## src/rtl/cpu_addr_decode_pipe_if.sv

```systemverilog
// Request/response bus between the CPU master, the address decoder and the
// memory controller. The master side issues raw CPU requests and accepts
// decoded ones. The slave side is the decoder itself.
interface cpu_addr_decode_pipe_if #(
  parameter int unsigned ADDR_W = 16,
  parameter int unsigned DATA_W = 8
) ();

  // CPU request channel
  logic              in_valid;
  logic              in_ready;
  logic [ADDR_W-1:0] in_addr;
  logic              in_rw;
  logic [DATA_W-1:0] in_wdata;

  // Decoded request channel towards the memory controller
  logic              out_valid;
  logic              out_ready;
  logic [ADDR_W-1:0] out_addr;
  logic [1:0]        out_sel;
  logic              out_mem;
  logic              out_err;
  logic              out_rw;
  logic [DATA_W-1:0] out_wdata;

  modport master (
    output in_valid, in_addr, in_rw, in_wdata, out_ready,
    input  in_ready, out_valid, out_addr, out_sel, out_mem, out_err,
           out_rw, out_wdata
  );

  modport slave (
    input  in_valid, in_addr, in_rw, in_wdata, out_ready,
    output in_ready, out_valid, out_addr, out_sel, out_mem, out_err,
           out_rw, out_wdata
  );

endinterface

```

## src/rtl/cpu_addr_decode_pipe.sv

```systemverilog
// Pipelined CPU address decoder. Each accepted request is classified into
// RAM, PPU registers, IO registers or cartridge space. It is translated to a
// flat address and presented one cycle later from a single output register
// with valid/ready backpressure. Saturating per-region counters record every
// decoded request that leaves the stage.
module cpu_addr_decode_pipe #(
  parameter int unsigned ADDR_W      = 16,
  parameter int unsigned DATA_W      = 8,
  parameter int unsigned RAM_SIZE    = 16'h0800,
  parameter int unsigned PPU_BASE    = 16'h2000,
  parameter int unsigned PPU_REGS    = 8,
  parameter int unsigned IO_BASE     = 16'h4000,
  parameter int unsigned CART_BASE   = 16'h4020,
  parameter int unsigned CART_OFFSET = 16'h0800,
  parameter int unsigned CNT_W       = 16
) (
  input  logic                       clk,
  input  logic                       rst,
  cpu_addr_decode_pipe_if.slave      bus,
  input  logic                       mirror_en,
  input  logic                       cnt_clr,
  input  logic [1:0]                 cnt_sel,
  output logic [CNT_W-1:0]           cnt_val
);

  localparam logic [ADDR_W-1:0] RAM_MASK = ADDR_W'(RAM_SIZE - 1);
  localparam logic [ADDR_W-1:0] PPU_B    = ADDR_W'(PPU_BASE);
  localparam logic [ADDR_W-1:0] PPU_MASK = ADDR_W'(PPU_REGS - 1);
  localparam logic [ADDR_W-1:0] PPU_END  = ADDR_W'(PPU_BASE + PPU_REGS);
  localparam logic [ADDR_W-1:0] IO_B     = ADDR_W'(IO_BASE);
  localparam logic [ADDR_W-1:0] CART_B   = ADDR_W'(CART_BASE);
  localparam logic [ADDR_W-1:0] CART_OFF = ADDR_W'(CART_OFFSET);
  localparam logic [CNT_W-1:0]  CNT_MAX  = {CNT_W{1'b1}};

  typedef enum logic [1:0] {
    SEL_RAM  = 2'd0,
    SEL_PPU  = 2'd1,
    SEL_IO   = 2'd2,
    SEL_CART = 2'd3
  } region_t;

  // Combinational decode of the incoming address
  logic [ADDR_W-1:0] dec_addr;
  region_t           dec_sel;
  logic              dec_mem;
  logic              dec_err;

  // Output stage registers
  logic              valid_q;
  logic [ADDR_W-1:0] addr_q;
  region_t           sel_q;
  logic              mem_q;
  logic              err_q;
  logic              rw_q;
  logic [DATA_W-1:0] wdata_q;

  // Region access counters
  logic [CNT_W-1:0]  cnt_q [4];

  logic              xfer_in;
  logic              xfer_out;

  // The stage can take a new request whenever it is empty or is being drained
  assign bus.in_ready = !valid_q || bus.out_ready;
  assign xfer_in      = bus.in_valid && bus.in_ready;
  assign xfer_out     = valid_q && bus.out_ready;

  assign bus.out_valid = valid_q;
  assign bus.out_addr  = addr_q;
  assign bus.out_sel   = sel_q;
  assign bus.out_mem   = mem_q;
  assign bus.out_err   = err_q;
  assign bus.out_rw    = rw_q;
  assign bus.out_wdata = wdata_q;

  // Classify the address by window (lowest window first) and translate it
  always_comb begin
    dec_sel  = SEL_RAM;
    dec_mem  = 1'b1;
    dec_err  = 1'b0;
    dec_addr = bus.in_addr & RAM_MASK;
    if (bus.in_addr < PPU_B) begin
      dec_sel  = SEL_RAM;
      dec_mem  = 1'b1;
      dec_addr = bus.in_addr & RAM_MASK;
    end else if (bus.in_addr < IO_B) begin
      dec_sel  = SEL_PPU;
      dec_mem  = 1'b0;
      dec_addr = PPU_B + (bus.in_addr & PPU_MASK);
      dec_err  = !mirror_en && (bus.in_addr >= PPU_END);
    end else if (bus.in_addr < CART_B) begin
      dec_sel  = SEL_IO;
      dec_mem  = 1'b0;
      dec_addr = bus.in_addr;
    end else begin
      dec_sel  = SEL_CART;
      dec_mem  = 1'b1;
      dec_addr = bus.in_addr - CART_B + CART_OFF;
    end
  end

  // Output register: load on accept, empty on drain, otherwise hold
  always_ff @(posedge clk or posedge rst) begin
    if (rst) begin
      valid_q <= 1'b0;
      addr_q  <= '0;
      sel_q   <= SEL_RAM;
      mem_q   <= 1'b0;
      err_q   <= 1'b0;
      rw_q    <= 1'b1;
      wdata_q <= '0;
    end else if (xfer_in) begin
      valid_q <= 1'b1;
      addr_q  <= dec_addr;
      sel_q   <= dec_sel;
      mem_q   <= dec_mem;
      err_q   <= dec_err;
      rw_q    <= bus.in_rw;
      wdata_q <= bus.in_wdata;
    end else if (xfer_out) begin
      valid_q <= 1'b0;
    end
  end

  // Count drained requests per region, saturating; clear overrides counting
  always_ff @(posedge clk or posedge rst) begin
    if (rst) begin
      for (int i = 0; i < 4; i++) begin
        cnt_q[i] <= '0;
      end
    end else begin
      for (int i = 0; i < 4; i++) begin
        if (cnt_clr) begin
          cnt_q[i] <= '0;
        end else if (xfer_out && (sel_q == region_t'(i[1:0])) &&
                     (cnt_q[i] != CNT_MAX)) begin
          cnt_q[i] <= cnt_q[i] + 1'b1;
        end
      end
    end
  end

  // Registered readback of the selected counter
  always_ff @(posedge clk or posedge rst) begin
    if (rst) begin
      cnt_val <= '0;
    end else begin
      cnt_val <= cnt_q[cnt_sel];
    end
  end

endmodule

```

## src/flat_wrapper.sv

```systemverilog
// flat-port wrapper written by rule: the top's interface ports become plain ports
module cpu_addr_decode_pipe_flat 
#(
  parameter int unsigned ADDR_W      = 16,
  parameter int unsigned DATA_W      = 8,
  parameter int unsigned RAM_SIZE    = 16'h0800,
  parameter int unsigned PPU_BASE    = 16'h2000,
  parameter int unsigned PPU_REGS    = 8,
  parameter int unsigned IO_BASE     = 16'h4000,
  parameter int unsigned CART_BASE   = 16'h4020,
  parameter int unsigned CART_OFFSET = 16'h0800,
  parameter int unsigned CNT_W       = 16
)
  (clk, rst, mirror_en, cnt_clr, cnt_sel, cnt_val, bus_in_valid, bus_in_addr, bus_in_rw, bus_in_wdata, bus_out_ready, bus_in_ready, bus_out_valid, bus_out_addr, bus_out_sel, bus_out_mem, bus_out_err, bus_out_rw, bus_out_wdata);
  cpu_addr_decode_pipe_if #(.ADDR_W(ADDR_W), .DATA_W(DATA_W)) bus_i ();
  input  logic clk;
  input  logic rst;
  input  logic mirror_en;
  input  logic cnt_clr;
  input  logic [1:0] cnt_sel;
  output logic [CNT_W-1:0] cnt_val;
  input wire logic [$bits(bus_i.in_valid)-1:0] bus_in_valid;
  input wire logic [$bits(bus_i.in_addr)-1:0] bus_in_addr;
  input wire logic [$bits(bus_i.in_rw)-1:0] bus_in_rw;
  input wire logic [$bits(bus_i.in_wdata)-1:0] bus_in_wdata;
  input wire logic [$bits(bus_i.out_ready)-1:0] bus_out_ready;
  output wire logic [$bits(bus_i.in_ready)-1:0] bus_in_ready;
  output wire logic [$bits(bus_i.out_valid)-1:0] bus_out_valid;
  output wire logic [$bits(bus_i.out_addr)-1:0] bus_out_addr;
  output wire logic [$bits(bus_i.out_sel)-1:0] bus_out_sel;
  output wire logic [$bits(bus_i.out_mem)-1:0] bus_out_mem;
  output wire logic [$bits(bus_i.out_err)-1:0] bus_out_err;
  output wire logic [$bits(bus_i.out_rw)-1:0] bus_out_rw;
  output wire logic [$bits(bus_i.out_wdata)-1:0] bus_out_wdata;
  assign bus_i.in_valid = bus_in_valid;
  assign bus_i.in_addr = bus_in_addr;
  assign bus_i.in_rw = bus_in_rw;
  assign bus_i.in_wdata = bus_in_wdata;
  assign bus_i.out_ready = bus_out_ready;
  assign bus_in_ready = bus_i.in_ready;
  assign bus_out_valid = bus_i.out_valid;
  assign bus_out_addr = bus_i.out_addr;
  assign bus_out_sel = bus_i.out_sel;
  assign bus_out_mem = bus_i.out_mem;
  assign bus_out_err = bus_i.out_err;
  assign bus_out_rw = bus_i.out_rw;
  assign bus_out_wdata = bus_i.out_wdata;
  cpu_addr_decode_pipe #(.ADDR_W(ADDR_W), .DATA_W(DATA_W), .RAM_SIZE(RAM_SIZE), .PPU_BASE(PPU_BASE), .PPU_REGS(PPU_REGS), .IO_BASE(IO_BASE), .CART_BASE(CART_BASE), .CART_OFFSET(CART_OFFSET), .CNT_W(CNT_W)) u_core (.clk(clk), .rst(rst), .bus(bus_i), .mirror_en(mirror_en), .cnt_clr(cnt_clr), .cnt_sel(cnt_sel), .cnt_val(cnt_val));
endmodule
```

## config.mk

```make
export PLATFORM = sky130hd
export DESIGN_NAME = cpu_addr_decode_pipe_flat
export DESIGN_NICKNAME = d
export VERILOG_FILES = /design/src/rtl/cpu_addr_decode_pipe_if.sv /design/src/rtl/cpu_addr_decode_pipe.sv /design/src/flat_wrapper.sv
export SDC_FILE = /design/constraint.sdc
export NUM_CORES = 1
export LEC_CHECK = 0
export ABC_AREA = 1
export CAP_MARGIN = 25
export CELL_PAD_IN_SITES_DETAIL_PLACEMENT = 1
export CELL_PAD_IN_SITES_GLOBAL_PLACEMENT = 2
export CORE_MARGIN = 1
export CORE_UTILIZATION = 34
export CTS_CLUSTER_DIAMETER = 100
export DETAILED_ROUTE_END_ITERATION = 6
export PLACE_DENSITY_LB_ADDON = 0.1
export SLEW_MARGIN = 20
export SYNTH_ARGS = -nofsm -noshare
export SYNTH_HDL_FRONTEND = slang
export SYNTH_SLANG_ARGS = --single-unit
```

## constraint.sdc

```tcl
create_clock -name clk -period 6.39 [get_ports clk]
set_input_delay 1.278 -clock clk [delete_from_list [all_inputs] [get_ports clk]]
set_output_delay 1.278 -clock clk [all_outputs]
set_load 0.005 [all_outputs]
```

==> metrics.txt, run 1 <==
Yosys reg bits=between 100 and 150; Routed WL per cell=17.5 µm; Synth cell types=40; Mapped Cells=895; sequential element share of the synthesized area=0.426; drt total wl=about 21000 µm; diode count=0; most common cell after layout, fill and taps aside=nand2_1; Setup Buffers After CTS=0; Initial Util=0.347; number of flops mapped to enable cells by yosys=0; max cap viols=0; WHS Endpoint=u_core.bus.out_rw$_DFFE_PP1P_; Cell Rows=50; CP Capture Type=primary output; largest net degree at the start of global routing=75; Clock Power Share=0.372; CTS root buf=clkbuf_16; combinational fraction of design power=0.152; I/O Buffers=79; min-delay src=u_core.bus.out_rw$_DFFE_PP1P_; Clock Latency Late Sink=between 0.3 and 0.4 ns; router iterations before antenna repair=4; Setup Crit Path Kind=input pin to primary output; Reg2Reg Launch Point=u_core.cnt_q[48]$_DFFE_PP0P_; Resized cells post-CTS=0; RSZ-0062 raised after global routing=no; ys flop type=dfrtp_1; Fillers=around 2300; crit path DAT=between 2 and 2.5 ns; number of CTS-inserted buffers=9; Post-synth ARST share=1.00; Slew @ Worst Pin=between 0.8 and 0.9 ns; CP max stage delay=0.51 ns; Internal Power=0.00112 W; CTS tree=done; Hold Crit Depth=2; CP Cell Sequence=clkdlybuf4s50_1 > inv_1 > nand2_1 > clkdlybuf4s50_1; drt drc=0; final net count=1002; I/O Pins=80; Die X=~140 µm; dpl cells=1184; Yosys Warn Count=0; clk buf depth=2; reg2reg end=u_core.cnt_q[58]$_DFFE_PP0P_; outcome=complete, no violations; Core Area=18600 µm²; final global-route overflow total=0; CP dominant cell by count=clkdlybuf4s50_1; reg2reg setup slack=4.19 ns; Die Y=~140 µm; cell area after synthesis=around 6500 µm²; crit path launch type=input pin; crit path max-delay cell type=clkdlybuf4s50_1; Clk pin slew, worst setup/hold paths=roughly 0.08 ns; htree depth=3; worst vdd ir=0.124 mV; Reg2Reg Depth=8; setup TNS=0 ns; Lkg Pwr=roughly 3.7 nW; Post-CTS Hold Buffers=0; hold crit path type=flip-flop to flip-flop; Cell Count, Final, Fillers Out=~1200; layout overhead on the synthesized area=20.6%; Fin. Hold Viols=0; Post-Syn Nets=934; vias=just over 6000; syn avg cell area=7.22 µm²; Routability Congestion=0.886; Crit Path Max Fanout=3; Crit path buffers/inverters=3; Post-DP HPWL=around 16000 µm; Final setup viols=0; Max Slew Vio Count=0; Worst Clk Skew=between 0.015 and 0.02 ns; die area=about 20000 µm²; fin crit period=~3.7 ns; share of layout cells above drive strength 1=0.0620; starting DRC count in detailed routing=a little under 200; DP Area=around 7400 µm²; first-pass GRT wire length=about 35000 µm; fmax=roughly 270 MHz; Switching Share=0.290; Vias/cell=around 5.2; commonest non-fill, non-tap cells in the layout=nand2_1, dfrtp_1, nor2_1; initial antenna violation count=0; crit-path leading delay family=buffers and inverters; switching power=between 0.0004 and 0.0005 W; period utilization=0.574; clk sink count=110; vias in the first global route=6593; max_slew headroom=0.418; Total GRT Usage=0.227; Routed Antenna Nets=0; sequential share of power=0.476; Pwr per Cell Area=203 nW/µm²; Final Cell Area=around 8000 µm²; Crit path required time=about 5.1 ns
-- worst max path at each step --
stage,depth (start not counted),endpoint,startpoint
6_report,4,bus_in_ready,bus_out_ready
5_1_grt,4,bus_in_ready,bus_out_ready
4_1_cts,4,bus_in_ready,bus_out_ready
3_5_place_dp,4,u_core.cnt_val[11]$_DFF_PP0_,cnt_sel[0]
3_3_place_gp,4,u_core.cnt_val[11]$_DFF_PP0_,cnt_sel[0]
2_1_floorplan,1,u_core.bus.out_addr[0]$_DFFE_PP0P_,rst
-- worst reg2reg max path, cell delays in order, from the launching register on --
cell	delay [ns]
dfrtp_1	0.50
ha_1	0.28
nand3_1	0.21
inv_2	0.09
nand2_2	0.10
nor2_1	0.05
nor2_1	0.61
nand4_1	0.18
nand2_1	0.11
-- stage by stage --
step / setup WS (ns) / total power (W) / hold slack [ns] / utilization
4_1_cts: 2.71 / 0.00160 / 0.482 / 0.416
2_1_floorplan: 2.21 / 0.000875 / 0.457 / -
3_5_place_dp: 2.64 / 0.00101 / 0.468 / 0.400
6_report: 2.72 / 0.00158 / 0.476 / 0.418
5_1_grt: 2.66 / 0.00166 / 0.508 / 0.418
3_3_place_gp: 2.66 / 0.00100 / 0.459 / 0.399
-- power groups by stage --
stage / logic [W] / clock network, W / registers (W)
after floorplan: 0.000109 / 0 / 0.000766
after global placement: 0.000235 / 0 / 0.000766
after detailed placement: 0.000241 / 0 / 0.000767
after CTS: 0.000243 / 0.000606 / 0.000754
after global routing: 0.000267 / 0.000632 / 0.000758
final: 0.000240 / 0.000588 / 0.000753
-- Yosys cell counts, types with 4 or more instances --
library cell	count	area, µm²
inv_2	4	15.0
nand3_1	61	305
a21oi_1	19	95.1
o21ai_0	45	225
or2_2	4	25.0
nand2_1	318	1190
buf_2	5	25.0
xor2_1	24	210
nand4_1	48	300
o21bai_1	6	45.0
nor2_2	5	31.3
nor3_1	13	65.1
clkbuf_1	18	67.6
inv_1	62	233
buf_6	4	45.0
o22ai_1	11	68.8
nor2_1	98	368
nand2_2	6	37.5
ha_1	6	75.1
nand3b_1	4	30.0
dfrtp_1	109	2730
-- cell type report --
class	count	area, µm²	area share
multi-input cells	688	3310	0.424
clock buffers	9	225	0.0289
well taps	234	293	0.0376
flip-flops and latches	110	2750	0.353
repair buffers	85	876	0.112
inverters	69	264	0.0339
clock inverters	7	78.8	0.0101
-- registers in the layout (all words and copies together) (netlist names), 2 cells and up --
signal,flops
u_core.bus.out_addr,16
u_core.bus.out_sel,2
u_core.bus.out_wdata,8
u_core.cnt_q,64
u_core.cnt_val,16
-- routing by layer --
metal  up-vias  GRT usage  routed length [µm]
met2       104      0.414               10600
met4         0     0.0619                 350
met5         -          0                   0
met3        21     0.0479                 809
met1      3060      0.268                9240
li1       3038          -                   -
-- logic make-up (layout without fill, tap and decap cells) --
logic type | count (synthesis) | after routing | synth area share
compound gates | 88 | 88 | 0.0801
xor+xnor | 25 | 25 | 0.0339
fa+ha+maj | 6 | 6 | 0.0116
buf+inv | 97 | 170 | 0.0629
flops | 110 | 110 | 0.426
simple gates | 569 | 569 | 0.386
Note: power is estimated with default switching activity, not from simulation.
==> inputs of run 2 (changes only) <==
CORE_UTILIZATION = 29   (was 34)
clock period = 3 ns   (was 6.39 ns; I/O delays follow)
==> metrics.txt, run 2 (synthesis gave the netlist of run 1 again) <==
CP Depth=4; Setup Buffers After CTS=0; Reg with most FFs=u_core.cnt_q; hold crit path type=flip-flop to flip-flop; max reg flops=64; final net count=between 1000 and 1500; Routed WL per cell=16.9 µm; final global-route overflow total=0; I/O Buffers=79; Crit path required time=between 2 and 2.5 ns; clk sink count=110; max cap viols=0; clk buf depth=2; setup TNS=0 ns; Total GRT Usage=0.199; htree depth=3; Cell Rows=54; drt drc=0; I/O Pins=80; worst vdd ir=0.231 mV; router iterations before antenna repair=4; period utilization=0.778; Reg2Reg Launch Point=u_core.cnt_q[17]$_DFFE_PP0P_; crit path max-delay cell type=clkdlybuf4s50_1; Setup Crit Path Kind=input pin to primary output; max_slew headroom=0.621; DP Area=about 7600 µm²; Core Area=between 20000 and 25000 µm²; CP Cell Sequence=clkdlybuf4s50_1 > inv_1 > nand2_1 > clkdlybuf4s50_1; Die X=about 150 µm; fmax=428 MHz; crit-path leading delay family=buffers and inverters; crit path launch type=input pin; drt total wl=between 20000 and 25000 µm; CTS tree=done; Routability Congestion=0.784; Routed Antenna Nets=0; Crit Path Max Fanout=3; number of CTS-inserted buffers=9; Crit path buffers/inverters=3; Die Y=151 µm; Post-CTS Hold Buffers=0; reg2reg setup slack=between 1 and 1.5 ns; initial antenna violation count=1; most common cell after layout, fill and taps aside=nand2_1; vias in the first global route=6291; Reg2Reg Depth=7; die area=approximately 23000 µm²; Clk pin slew, worst setup/hold paths=approximately 0.080 ns; Lkg Pwr=3.68 nW; Pwr per Cell Area=roughly 430 nW/µm²; crit path DAT=approximately 1.7 ns; reg2reg end=u_core.cnt_q[18]$_DFFE_PP0P_; Hold Crit Depth=2; Worst Clk Skew=about 0.013 ns; Clock Latency Late Sink=between 0.3 and 0.4 ns; largest net degree at the start of global routing=65; fin crit period=between 2 and 2.5 ns; fin util=0.361; CP Capture Type=primary output; Resized cells post-CTS=0; first-pass GRT wire length=roughly 35000 µm; Max Slew Vio Count=0; share of layout cells above drive strength 1=0.0697; layout overhead on the synthesized area=21.8%; CP dominant cell by count=clkdlybuf4s50_1; RSZ-0062 raised after global routing=no; Post-DP HPWL=approximately 16000 µm; outcome=complete, no violations; starting DRC count in detailed routing=between 200 and 250; CP max stage delay=about 0.5 ns; commonest non-fill, non-tap cells in the layout=nand2_1, dfrtp_1, nor2_1; vias=roughly 6100; Initial Util=0.296; CTS root buf=clkbuf_16; min-delay src=u_core.bus.out_rw$_DFFE_PP1P_; WHS Endpoint=u_core.bus.out_rw$_DFFE_PP1P_; Slew @ Worst Pin=between 0.5 and 0.6 ns; Fin. Hold Viols=0; Final setup viols=0; diode count=0; Final Cell Area=7870 µm²; Vias/cell=between 4 and 5
## run 2: cell types whose count changed in the layout (fill, tap and decap cells not counted)
cell,delta
clkinvlp_4,+2
buf_4,+10
inv_4,-1
buf_8,-1
buf_16,-1
inv_6,-1
clkinv_4,+1
clkinv_8,-2
inv_8,+1
## run 2: worst max-delay path by stage
stage	start	end	slack (ns)
global route	bus_out_ready	bus_in_ready	0.62
detailed placement	cnt_sel[1]	u_core.cnt_val[10]$_DFF_PP0_	0.62
floorplan	rst	u_core.bus.out_addr[0]$_DFFE_PP0P_	1.07
CTS	bus_out_ready	bus_in_ready	0.67
global placement	bus_out_ready	u_core.cnt_q[26]$_DFFE_PP0P_	0.66
finish	bus_out_ready	bus_in_ready	0.67
## run 2: area by class of cell
class,instances,area [µm²]
Clock buffer,9,225
Sequential cell,110,2750
Inverter,69,265
Multi-Input combinational cell,688,3310
Fill cell,2681,13900
Tap cell,280,350
Timing Repair Buffer,93,908
Clock inverter,7,65.1
## run 2: report_power, final
group	leakage, nW	switching (W)	internal [W]	total (W)
clock network	0.140	0.000640	0.000585	0.00122
logic	2.08	0.000282	0.000243	0.000525
registers	1.46	0.0000473	0.00156	0.00160
## run 2: metal layers
metal  share of wire  global-route usage
met1            0.47               0.264
met5         0.00038                   0
met2            0.47               0.330
met4           0.011              0.0480
met3           0.045              0.0407
## run 2: worst register-to-register path, delay by kind of cell (launching register included)
| kind | cells | cell delay [ns] |
|---|---|---|
| and+or+nand+nor | 5 | 0.99 |
| adders and majority gates | 1 | 0.29 |
| AOI/OAI and AO/OA | 1 | 0.11 |
| DFF | 1 | 0.48 |
## run 2: through the flow
stage          total power, W  worst slack (ns)  hold WS (ns)  instances
2_1_floorplan         0.00186              1.07         0.457        895
3_3_place_gp          0.00217             0.660         0.458       1240
3_5_place_dp          0.00217             0.619         0.469       1240
4_1_cts               0.00342             0.665         0.496       1256
5_1_grt               0.00352             0.617         0.518       1256
6_report              0.00335             0.665         0.487       1256
